## src/rtl/instruction_fetch_if.sv

```systemverilog
// Instruction fetch bus: memory read request/response plus the decode slot.
// master = fetch unit (drives requests and the slot), slave = memory/decode side.
interface instruction_fetch_if;
    // Instruction-memory request channel
    logic        mem_req_valid;
    logic [31:0] mem_req_addr;
    logic        mem_req_ready;

    // Instruction-memory response channel
    logic        mem_resp_valid;
    logic [31:0] mem_resp_data;

    // Slot offered to decode
    logic        inst_valid;
    logic [31:0] inst_data;
    logic [31:0] inst_pc;
    logic        inst_fault;
    logic        inst_ready;

    modport master (
        output mem_req_valid,
        output mem_req_addr,
        input  mem_req_ready,
        input  mem_resp_valid,
        input  mem_resp_data,
        output inst_valid,
        output inst_data,
        output inst_pc,
        output inst_fault,
        input  inst_ready
    );

    modport slave (
        input  mem_req_valid,
        input  mem_req_addr,
        output mem_req_ready,
        output mem_resp_valid,
        output mem_resp_data,
        input  inst_valid,
        input  inst_data,
        input  inst_pc,
        input  inst_fault,
        output inst_ready
    );
endinterface

```

## src/rtl/instruction_fetch.sv

```systemverilog
// Single-outstanding instruction fetch unit with misaligned-PC fault path.
// Ports: clk, reset (sync, active-high), pc_in, pc_count_en, flush, bus (master).
module instruction_fetch #(
    parameter bit ALIGN_CHECK = 1'b1
) (
    input  logic                  clk,
    input  logic                  reset,
    input  logic [31:0]           pc_in,
    output logic                  pc_count_en,
    input  logic                  flush,
    instruction_fetch_if.master   bus
);

    typedef enum logic [2:0] {
        IDLE  = 3'd0,
        REQ   = 3'd1,
        WAIT  = 3'd2,
        HOLD  = 3'd3,
        DRAIN = 3'd4
    } state_t;

    state_t      state;
    logic        slot_valid;
    logic [31:0] slot_data;
    logic [31:0] slot_pc;
    logic        slot_fault;

    logic        misaligned;
    logic        req_fire;

    // A misaligned PC never reaches memory; it becomes a fault slot instead.
    assign misaligned = ALIGN_CHECK && (pc_in[1:0] != 2'b00);

    // Request and count-enable react to flush in the same cycle, so they are
    // decoded from the state rather than registered.
    always_comb begin
        bus.mem_req_valid = 1'b0;
        bus.mem_req_addr  = 32'd0;
        pc_count_en       = 1'b0;
        if (!reset) begin
            unique case (state)
                REQ: begin
                    bus.mem_req_valid = !flush && !misaligned;
                    bus.mem_req_addr  = pc_in;
                end
                HOLD: begin
                    pc_count_en = bus.inst_ready && !flush;
                end
                default: begin
                end
            endcase
        end
    end

    assign req_fire = bus.mem_req_valid && bus.mem_req_ready;

    always_ff @(posedge clk) begin
        if (reset) begin
            state      <= IDLE;
            slot_valid <= 1'b0;
            slot_data  <= 32'd0;
            slot_pc    <= 32'd0;
            slot_fault <= 1'b0;
        end else begin
            unique case (state)
                IDLE: begin
                    state <= REQ;
                end

                REQ: begin
                    if (flush) begin
                        state <= REQ;
                    end else if (misaligned) begin
                        slot_pc    <= pc_in;
                        slot_data  <= 32'd0;
                        slot_fault <= 1'b1;
                        slot_valid <= 1'b1;
                        state      <= HOLD;
                    end else if (req_fire) begin
                        slot_pc <= pc_in;
                        state   <= WAIT;
                    end
                end

                WAIT: begin
                    if (bus.mem_resp_valid && !flush) begin
                        slot_data  <= bus.mem_resp_data;
                        slot_fault <= 1'b0;
                        slot_valid <= 1'b1;
                        state      <= HOLD;
                    end else if (bus.mem_resp_valid) begin
                        // Redirect coincides with the beat: drop it here.
                        state <= REQ;
                    end else if (flush) begin
                        state <= DRAIN;
                    end
                end

                DRAIN: begin
                    // The stale beat retires the old request; the PC was
                    // already redirected, so a coincident flush needs no wait.
                    if (bus.mem_resp_valid) begin
                        state <= REQ;
                    end
                end

                HOLD: begin
                    if (flush || bus.inst_ready) begin
                        slot_valid <= 1'b0;
                        state      <= REQ;
                    end
                end

                default: begin
                    state      <= IDLE;
                    slot_valid <= 1'b0;
                end
            endcase
        end
    end

    assign bus.inst_valid = slot_valid;
    assign bus.inst_data  = slot_data;
    assign bus.inst_pc    = slot_pc;
    assign bus.inst_fault = slot_fault;

endmodule

```

## src/flat_wrapper.sv

```systemverilog
// flat-port wrapper written by rule: the top's interface ports become plain ports
module instruction_fetch_flat 
#(
    parameter bit ALIGN_CHECK = 1'b1
)
  (clk, reset, pc_in, pc_count_en, flush, bus_mem_req_valid, bus_mem_req_addr, bus_mem_req_ready, bus_mem_resp_valid, bus_mem_resp_data, bus_inst_valid, bus_inst_data, bus_inst_pc, bus_inst_fault, bus_inst_ready);
  instruction_fetch_if bus_i ();
  input  logic clk;
  input  logic reset;
  input  logic [31:0] pc_in;
  output logic pc_count_en;
  input  logic flush;
  output wire logic [$bits(bus_i.mem_req_valid)-1:0] bus_mem_req_valid;
  output wire logic [$bits(bus_i.mem_req_addr)-1:0] bus_mem_req_addr;
  input wire logic [$bits(bus_i.mem_req_ready)-1:0] bus_mem_req_ready;
  input wire logic [$bits(bus_i.mem_resp_valid)-1:0] bus_mem_resp_valid;
  input wire logic [$bits(bus_i.mem_resp_data)-1:0] bus_mem_resp_data;
  output wire logic [$bits(bus_i.inst_valid)-1:0] bus_inst_valid;
  output wire logic [$bits(bus_i.inst_data)-1:0] bus_inst_data;
  output wire logic [$bits(bus_i.inst_pc)-1:0] bus_inst_pc;
  output wire logic [$bits(bus_i.inst_fault)-1:0] bus_inst_fault;
  input wire logic [$bits(bus_i.inst_ready)-1:0] bus_inst_ready;
  assign bus_mem_req_valid = bus_i.mem_req_valid;
  assign bus_mem_req_addr = bus_i.mem_req_addr;
  assign bus_i.mem_req_ready = bus_mem_req_ready;
  assign bus_i.mem_resp_valid = bus_mem_resp_valid;
  assign bus_i.mem_resp_data = bus_mem_resp_data;
  assign bus_inst_valid = bus_i.inst_valid;
  assign bus_inst_data = bus_i.inst_data;
  assign bus_inst_pc = bus_i.inst_pc;
  assign bus_inst_fault = bus_i.inst_fault;
  assign bus_i.inst_ready = bus_inst_ready;
  instruction_fetch #(.ALIGN_CHECK(ALIGN_CHECK)) u_core (.clk(clk), .reset(reset), .pc_in(pc_in), .pc_count_en(pc_count_en), .flush(flush), .bus(bus_i));
endmodule
```

## config.mk

```make
export PLATFORM = sky130hd
export DESIGN_NAME = instruction_fetch_flat
export DESIGN_NICKNAME = d
export VERILOG_FILES = /design/src/rtl/instruction_fetch_if.sv /design/src/rtl/instruction_fetch.sv /design/src/flat_wrapper.sv
export SDC_FILE = /design/constraint.sdc
export NUM_CORES = 1
export LEC_CHECK = 0
export ABC_CLOCK_PERIOD_IN_PS = 2100
export CORE_MARGIN = 2
export CORE_UTILIZATION = 36
export DETAILED_ROUTE_END_ITERATION = 12
export PLACE_DENSITY = 0.79
export SLEW_MARGIN = 20
export SYNTH_ARGS = -nofsm -noshare
export SYNTH_HDL_FRONTEND = slang
export SYNTH_SLANG_ARGS = --single-unit
```

## constraint.sdc

```tcl
create_clock -name clk -period 2.1 [get_ports clk]
set_input_delay 0.315 -clock clk [delete_from_list [all_inputs] [get_ports clk]]
set_output_delay 0.315 -clock clk [all_outputs]
set_load 0.01 [all_outputs]
```

After elaboration in Yosys (flattened, before gate mapping)
Index checks and enable logic that the tools add are counted.
{ "word_totals": {"ff_bits": 69, "in_bits": 70} }
{ "classes": {"eq_ne": 11, "n_mux": 28, "bitwise_logic": 2, "reduce_logical": 16} }
{ "op_table": {"columns": ["cell", "n"], "rows": [
  ["$mux W32", 7],
  ["$pmux W32 S2", 1],
  ["$mux W3", 8],
  ["$pmux W3 S5", 1],
  ["$mux W1", 9],
  ["$reduce_and A4 Y1", 2],
  ["$eq A3 B2 Y1 const B", 2],
  ["$ne A2 B1 Y1 const B", 3],
  ["$reduce_bool A2 Y1", 3],
  ["$reduce_and A5 Y1", 1],
  ["$logic_and A1 B1 Y1", 4],
  ["$ne A2 B2 Y1 const B", 2],
  ["$ne A4 B2 Y1 const B", 1],
  ["$ne A4 B3 Y1 const B", 1],
  ["$pmux W1 S4", 1],
  ["$eq A3 B1 Y1 const B", 1],
  ["$eq A3 B3 Y1 const B", 1],
  ["$logic_not A3 Y1", 1],
  ["$reduce_and A3 Y1", 1],
  ["$logic_not A1 Y1", 2],
  ["$not A1 Y1", 2],
  ["$pmux W1 S2", 1],
  ["$reduce_or A2 Y1", 1],
  ["$logic_or A1 B1 Y1", 1]
]} }

Longest topological paths before layout
Gate-level depths: netlist (run 1).
{ "depth": {"depth_word": 10, "mapped_depth": 7, "mapped_depth_nobuf": 4} }

Least setup slack after synthesis (run 1)
OpenSTA, ideal clock, no wires.
{ "synth_path": {"path_type": "register to output", "startpoint": "reg u_core.state[1]", "endpoint": "out bus_mem_req_addr[0]", "t_arrival_ps": 1277, "required_time_ps": 1785, "setup_slack_ps": 508, "stages_incl_launch_ff": 6, "cell_sequence": "dfxtp_1 buf_2 nand2b_1 nor3_1 clkbuf_1 and2_1"} }
{ "synth_between": {"elab_chain_len": 3} }
{ "synth_lines": {"columns": ["element", "line_no", "text"], "rows": [
  ["start: declaration", "instruction_fetch.sv:22", "state_t state;"],
  ["start signal: assignment", "instruction_fetch.sv:59", "state <= IDLE;"],
  ["start signal: assignment", "instruction_fetch.sv:67", "state <= REQ;"],
  ["start signal: assignment", "instruction_fetch.sv:72", "state <= REQ;"],
  ["$eq A3 B1 Y1", "instruction_fetch.sv:41", "unique case (state)"],
  ["$mux W32", "instruction_fetch.sv:41", null],
  ["$mux W32", "instruction_fetch.sv:40", "if (!reset) begin"],
  ["end: declaration", "flat_wrapper.sv:14", "output wire logic [$bits(bus_i.mem_req_addr)-1:0] bus_mem_req_addr;"]
]} }
No other way between the ends.

Worst setup path in the final report (run 1)
{ "layout_path": {"startpoint": "reg u_core.state[1]", "endpoint": "out bus_mem_req_addr[26]"} }
The elaborated chain is that of the path after synthesis.

==> impl_results.md, run 1 <==
- Critical path class: reg2out
- CTS tree: built
- TritonCTS buffer count: 9
- Fin Clk Skew: 0.009947 ns
- Vias in the first global route: 2,719
- Die ar.: a little over 8000 µm²
- Largest stage delay, worst path: approximately 0.35 ns
- Reg-to-Reg Start: u_core.state[1]
- Starting Density: a little under two fifths
- Max_cap viols: 0
- Initial antenna violation count: 0
- Drt drc: 0
- Final setup vio count: 0
- WL final: 8585 µm
- Setup TNS: 0 ns
- RSZ-0062 raised after global routing: false
- # hold bufs at CTS: 0
- Power per cell area: ~640 nW/µm²
- M3 GR Usage: between 7 and 8%
- Most Crowded Layer GR: met2
- Setup crit end kind: primary output
- Highest Clock Rate: between 400 and 500 MHz
- Post-synth ARST share: 0%
- R2r endpoint: u_core.bus.inst_data[17]
- Antenna Nets Post-Route: 0
- CP arrival: about 1.7 ns
- Final hold vios: 0
- Crit-path cells: nand2b_4 > nor3_4 > buf_4 > buf_12 > and2_1 > dlygate4sd2_1
- First-pass iteration count of the detailed router: 4
- Worst-path fanout max: 16
- DP HPWL: roughly 6200 µm
- Layout cells sized above 1: between 10% and 20%
- Ys Warns: 0
- Core Region: approximately 7300 µm²
- Worst Tran Pin Value: between 0.3 and 0.4 ns
- #FFs+latches synth: a little under 70
- Root Buffer: clkbuf_8
- Global-route met1 utilization: between 20% and 30%
- Main synth FF type: dfxtp_1
- Gr usage total: 20.45%
- Worst Path Required: about 1.8 ns
- M2 GR Usage: about a third
- Inserted Diodes: 0
- Largest net degree at the start of global routing: 36
- Relative slew slack: between 70% and 80%
- Drt initial violations: between 100 and 150
- Leak: between 2 and 2.5 nW
- CP startpoint kind: flip-flop
- CTS H-tree lvls: 3
- Average size of a mapped cell: ~9 µm²
- Status: completed
- Syn-to-layout area delta: 79.08%
- Maximum VDD drop: 0.3113 mV
- Hold crit path type: reg2reg
- Max-slew violations: 0
- Row count: 31
- Most frequent cells in the layout: 135 x clkdlybuf4s50_1, 68 x dfxtp_1, 64 x nand2_1
- # clock sinks: between 60 and 70
- Syn Inst Count: 300
- Final period utilization: between 90% and 100%
- PortBufs: 169
- Seq/Total Area, Yosys: about half
- Hold endpoint: u_core.bus.inst_pc[12]
- Most common cell after layout, fill and taps aside: clkdlybuf4s50_1
- Die H: between 90 and 100 µm
- Gpl congestion: between 0.8 and 0.9
- Overflow after GRT: 0
- Die X: between 90 and 100 µm
- Post-Layout Cell Count: a little under 600
- Worst r2r path cells: 6
- Crit-path slowest cell: dfxtp_1
- Fin worst setup slack: 0.09622 ns
- Clk buf depth: 2
- Post-layout nets: between 500 and 600
- I/O Pins: 170
- Post-Syn Area: approximately 2700 µm²
- WHS: 0.4548 ns
- Vias per cell: 4.822
- Hold depth: 2
- Fin crit period: approximately 2 ns
- Placed cell count: approximately 570
- Reg2reg setup slack: around 0.36 ns
- Reg clk slew, reported paths: approximately 0.07 ns
- Cell variety after synth: 34
- Clock latency on the worst-skew pair: around 0.33 ns
- Post-synth EDFFs: 0
- Global-route wire length before repair: around 14,000 µm
- Routed via count: approximately 2.8k
- Syn Nets: between 300 and 400
- DR WL/cell: roughly 15 µm
- Setup WS pre-CTS: -0.1259 ns
- Hold Path Origin: u_core.bus.inst_pc[12]
==> worst max-delay path by stage <==
| stage | from | end | slack [ns] | cells past startpoint |
|---|---|---|---|---|
| 2_1_floorplan | u_core.state[1] | bus_mem_req_addr[0] | 0.51 | 5 |
| 3_3_place_gp | reset | bus_mem_req_addr[26] | -0.08 | 5 |
| 3_5_place_dp | reset | u_core.bus.inst_pc[4] | -0.13 | 8 |
| 4_1_cts | u_core.state[1] | bus_mem_req_addr[21] | -0.16 | 6 |
| 5_1_grt | u_core.state[1] | bus_mem_req_addr[31] | 0.01 | 6 |
| 6_report | u_core.state[1] | bus_mem_req_addr[26] | 0.1 | 6 |
==> worst max-delay path: cells and delay by family, from the launching register on <==
kind | cells | cell delay [ns]
DFF | 1 | 0.35
buffers and inverters | 3 | 0.57
and+or+nand+nor | 3 | 0.44
==> what timing repair did <==
action                     CTS  global route
gates resized for setup     32             8
setup endpoints to repair   34             7
setup buffers                2             0
gates cloned                 1             0
==> cell usage after synthesis (2+ instances only) <==
cell / n / area [µm²]
buf_12: 3 / 60.06
a221oi_1: 2 / 17.52
a22o_1: 32 / 280.3
o21a_1: 2 / 15.01
a22oi_1: 2 / 15.01
nor3_1: 4 / 20.02
clkbuf_1: 14 / 52.55
nor2b_1: 2 / 12.51
buf_6: 2 / 22.52
nand3_1: 2 / 10.01
dfxtp_1: 69 / 1381
o21ai_0: 3 / 15.01
nor2_1: 7 / 26.28
nand2_1: 64 / 240.2
nand2b_1: 2 / 12.51
inv_1: 3 / 11.26
buf_2: 5 / 25.02
a21oi_1: 35 / 175.2
and2_1: 32 / 200.2
==> layout make-up <==
| class | count | area [µm²] |
|---|---|---|
| clock inverter | 6 | 86.33 |
| sequential | 69 | 1383 |
| timing repair buffer | 194 | 1937 |
| inverter | 3 | 11.26 |
| fill | 618 | 2419 |
| multi-input combinational | 204 | 1195 |
| tap | 99 | 123.9 |
| clock buffer | 10 | 137.6 |
==> state kept, by name (all words and copies together), names as in the netlist <==
register / flops
u_core.bus.inst_pc: 32
u_core.bus.inst_data: 32
u_core.bus.inst_fault: 1
u_core.state: 3
u_core.bus.inst_valid: 1
==> power by group <==
group	internal, mW	switching [mW]
clock network	0.699	0.498
logic	0.325	0.237
registers	1.35	0.0248
==> stage by stage <==
stage	instance area, µm²	util [%]	power (mW)
2_1_floorplan	2721	-	1.604
3_3_place_gp	4604	63.14	1.953
3_5_place_dp	4604	63.14	1.962
4_1_cts	4852	66.54	3.167
5_1_grt	4873	66.83	3.281
6_report	4873	66.83	3.136
==> metal layers <==
metal / routed length (µm) / part of all wire (%)
met5: 0 / 0
met4: 140 / 1.6
met3: 684 / 8.0
met2: 4092 / 48
met1: 3667 / 43
==> cell families (layout without fill, tap and decap cells) <==
family                 count (synthesis)  after routing  synth area share, %
DFF                                   69             69                50.76
AOI/OAI and AO/OA                     82             82                20.64
buffers and inverters                 27            213                6.299
and+or+nand+nor                      121            121                21.93
muxes                                  1              1               0.3678
(Power assumes the default switching activity.)
==> run 2: changes to the inputs <==
--- a/config.mk
+++ b/config.mk
@@ -9,8 +9,9 @@
 export CORE_MARGIN = 2
 export CORE_UTILIZATION = 36
 export DETAILED_ROUTE_END_ITERATION = 12
+export GPL_TIMING_DRIVEN = 0
 export PLACE_DENSITY = 0.79
-export SLEW_MARGIN = 20
+export SLEW_MARGIN = 10
 export SYNTH_ARGS = -nofsm -noshare
 export SYNTH_HDL_FRONTEND = slang
 export SYNTH_SLANG_ARGS = --single-unit
==> run 2 against run 1 <==
Total power grew 0.15%. Wire length is 2.2% higher. Register-to-register slack worse by 0.12 ns. Cell count increased by 1.4%. Combinational power grew 1%. Non-clock buffer count increased by 8. Sequential power hardly changed. Via count shrank 1.5%. Critical path depth up 2. Worst hold slack about the same. First-iteration DRC count decreased by 37%. Largest power group unchanged.
==> impl_results.md, run 2 (synthesis gave the netlist of run 1 again) <==
- Fin crit period: approximately 2.0 ns
- Largest net degree at the start of global routing: 14
- Maximum VDD drop: 0.3747 mV
- Drt drc: 0
- Drt initial violations: 65
- CTS tree: built
- Setup crit end kind: primary output
- Power per cell area: about 650 nW/µm²
- Post-Layout Cell Count: roughly 590
- Inserted Diodes: 0
- Starting Density: 37.32%
- I/O Pins: 170
- Clk buf depth: 2
- Design area: 4850 µm²
- Die H: around 91 µm
- Most common cell after layout, fill and taps aside: clkdlybuf4s50_1
- Vias in the first global route: around 2.9k
- Syn-to-layout area delta: 78.21%
- Vias per cell: 4.688
- Hold Path Origin: u_core.bus.inst_pc[13]
- Multi-input logic area: about 1200 µm²
- Reg-to-Reg Start: u_core.state[2]
- # hold bufs at CTS: 0
- DP Area: 4527 µm²
- Reg2reg setup slack: 0.24 ns
- Final setup vio count: 0
- Routed via count: 2,780
- Setup WS pre-CTS: -0.5215 ns
- DR WL/cell: about 15 µm
- Gpl congestion: around 0.81
- Antenna Nets Post-Route: 0
- Highest Clock Rate: roughly 500 MHz
- CTS H-tree lvls: 3
- Hold endpoint: u_core.bus.inst_pc[13]
- Worst-path fanout max: 7
- Row count: 31
- Relative slew slack: between 60% and 70%
- Layout cells sized above 1: 16.80%
- Die X: 90.95 µm
- Gr usage total: between 20% and 30%
- Reg area: roughly 1400 µm²
- Final period utilization: 95.81%
- Worst r2r path cells: 6
- DP HPWL: about 6600 µm
- Core Region: ~7300 µm²
- Post-layout nets: about 560
- WL final: approximately 8800 µm
- # clock sinks: 69
- Critical path class: reg2out
- Status: completed
- RSZ-0062 raised after global routing: true
- Fin Clk Skew: roughly 0.0064 ns
- Max-slew violations: 0
- Placed cell count: between 500 and 600
- First-pass iteration count of the detailed router: 4
- Hold crit path type: reg2reg
- Hold depth: 2
- Fin worst setup slack: just under 0.09 ns
- Final hold vios: 0
- Worst Tran Pin Value: ~0.51 ns
- Root Buffer: clkbuf_8
- Die ar.: 8271 µm²
- Max_cap viols: 0
- Overflow after GRT: 0
- Global-route wire length before repair: ~14,000 µm
- PortBufs: 168
- CP startpoint kind: flip-flop
- CP arrival: approximately 1.7 ns
- Initial antenna violation count: 0
- Leak: 1.903 nW
- TritonCTS buffer count: 9
- Most frequent cells in the layout: 133 x clkdlybuf4s50_1, 68 x dfxtp_1, 64 x nand2_1
- Fill cells: between 600 and 700
- WHS: 0.4547 ns
- Reg clk slew, reported paths: roughly 0.080 ns
- Worst Path Required: 1.78 ns
- Clock latency on the worst-skew pair: about 0.33 ns
- R2r endpoint: u_core.bus.inst_pc[1]
==> run 2: cell count changes in the layout (fill, tap and decap cells not counted), moves of 4 or more <==
cell	change
clkdlybuf4s15_2	+4
buf_6	+9
dlymetal6s2s_1	-7
dlygate4sd2_1	-24
buf_2	+28
and2_1	-4
clkbuf_1	+11
and2_4	+4
buf_4	-16
==> run 2: critical path, cell delays in order, from the launching register on <==
cell and delay, ns:
dfxtp_2 0.33, buf_6 0.12, nand2b_4 0.15, nor3_4 0.11, buf_6 0.17, buf_6 0.11
clkbuf_8 0.13, and2_4 0.13, buf_2 0.12
==> run 2: cell type report <==
| class | instances | area share (%) |
|---|---|---|
| clock buffers | 9 | 2.554 |
| repair buffers | 178 | 34.70 |
| clock inverters | 7 | 2.012 |
| multi-input cells | 204 | 24.85 |
| flip-flops and latches | 69 | 28.51 |
| plain buffers | 24 | 4.592 |
| well taps | 99 | 2.554 |
| inverters | 3 | 0.2322 |
==> run 2: worst max-delay path by stage <==
stage,start,to,cells after the start
floorplan,u_core.state[1],bus_mem_req_addr[0],5
CTS,u_core.state[1],bus_mem_req_addr[19],7
detailed placement,u_core.state[1],bus_mem_req_addr[15],6
global placement,u_core.state[1],bus_mem_req_addr[20],6
global route,u_core.state[1],bus_mem_req_addr[29],8
finish,u_core.state[1],bus_mem_req_addr[6],8
==> run 2: power by group <==
part	switching (mW)	internal, mW
Clock	0.523	0.675
Combinational	0.243	0.326
Sequential	0.0231	1.35
==> run 2: per-layer routing <==
layer | wire [µm] | track usage [%] | vias to the layer above
li1 | - | - | 1407
met1 | 3694 | 24.97 | 1245
met2 | 4284 | 37.53 | 119
met3 | 696 | 5.726 | 9
met4 | 101 | 6.692 | 0
met5 | 0 | 0 | -
==> run 2: metrics by stage <==
stage | util, % | setup TNS, ns | power [mW]
6_report | 66.51 | 0 | 3.140
5_1_grt | 66.51 | -0.006345 | 3.273
4_1_cts | 66.28 | 0 | 3.167
3_5_place_dp | 62.08 | -22.72 | 1.935
3_3_place_gp | 62.08 | -19.92 | 1.924
2_1_floorplan | - | 0 | 1.604
==> run 2: what timing repair did <==
item,4_1_cts,5_1_grt
cloned,3,0
buffers inserted,7,1
resized for setup,155,5
setup endpoints to repair,34,19
pin swaps,1,1
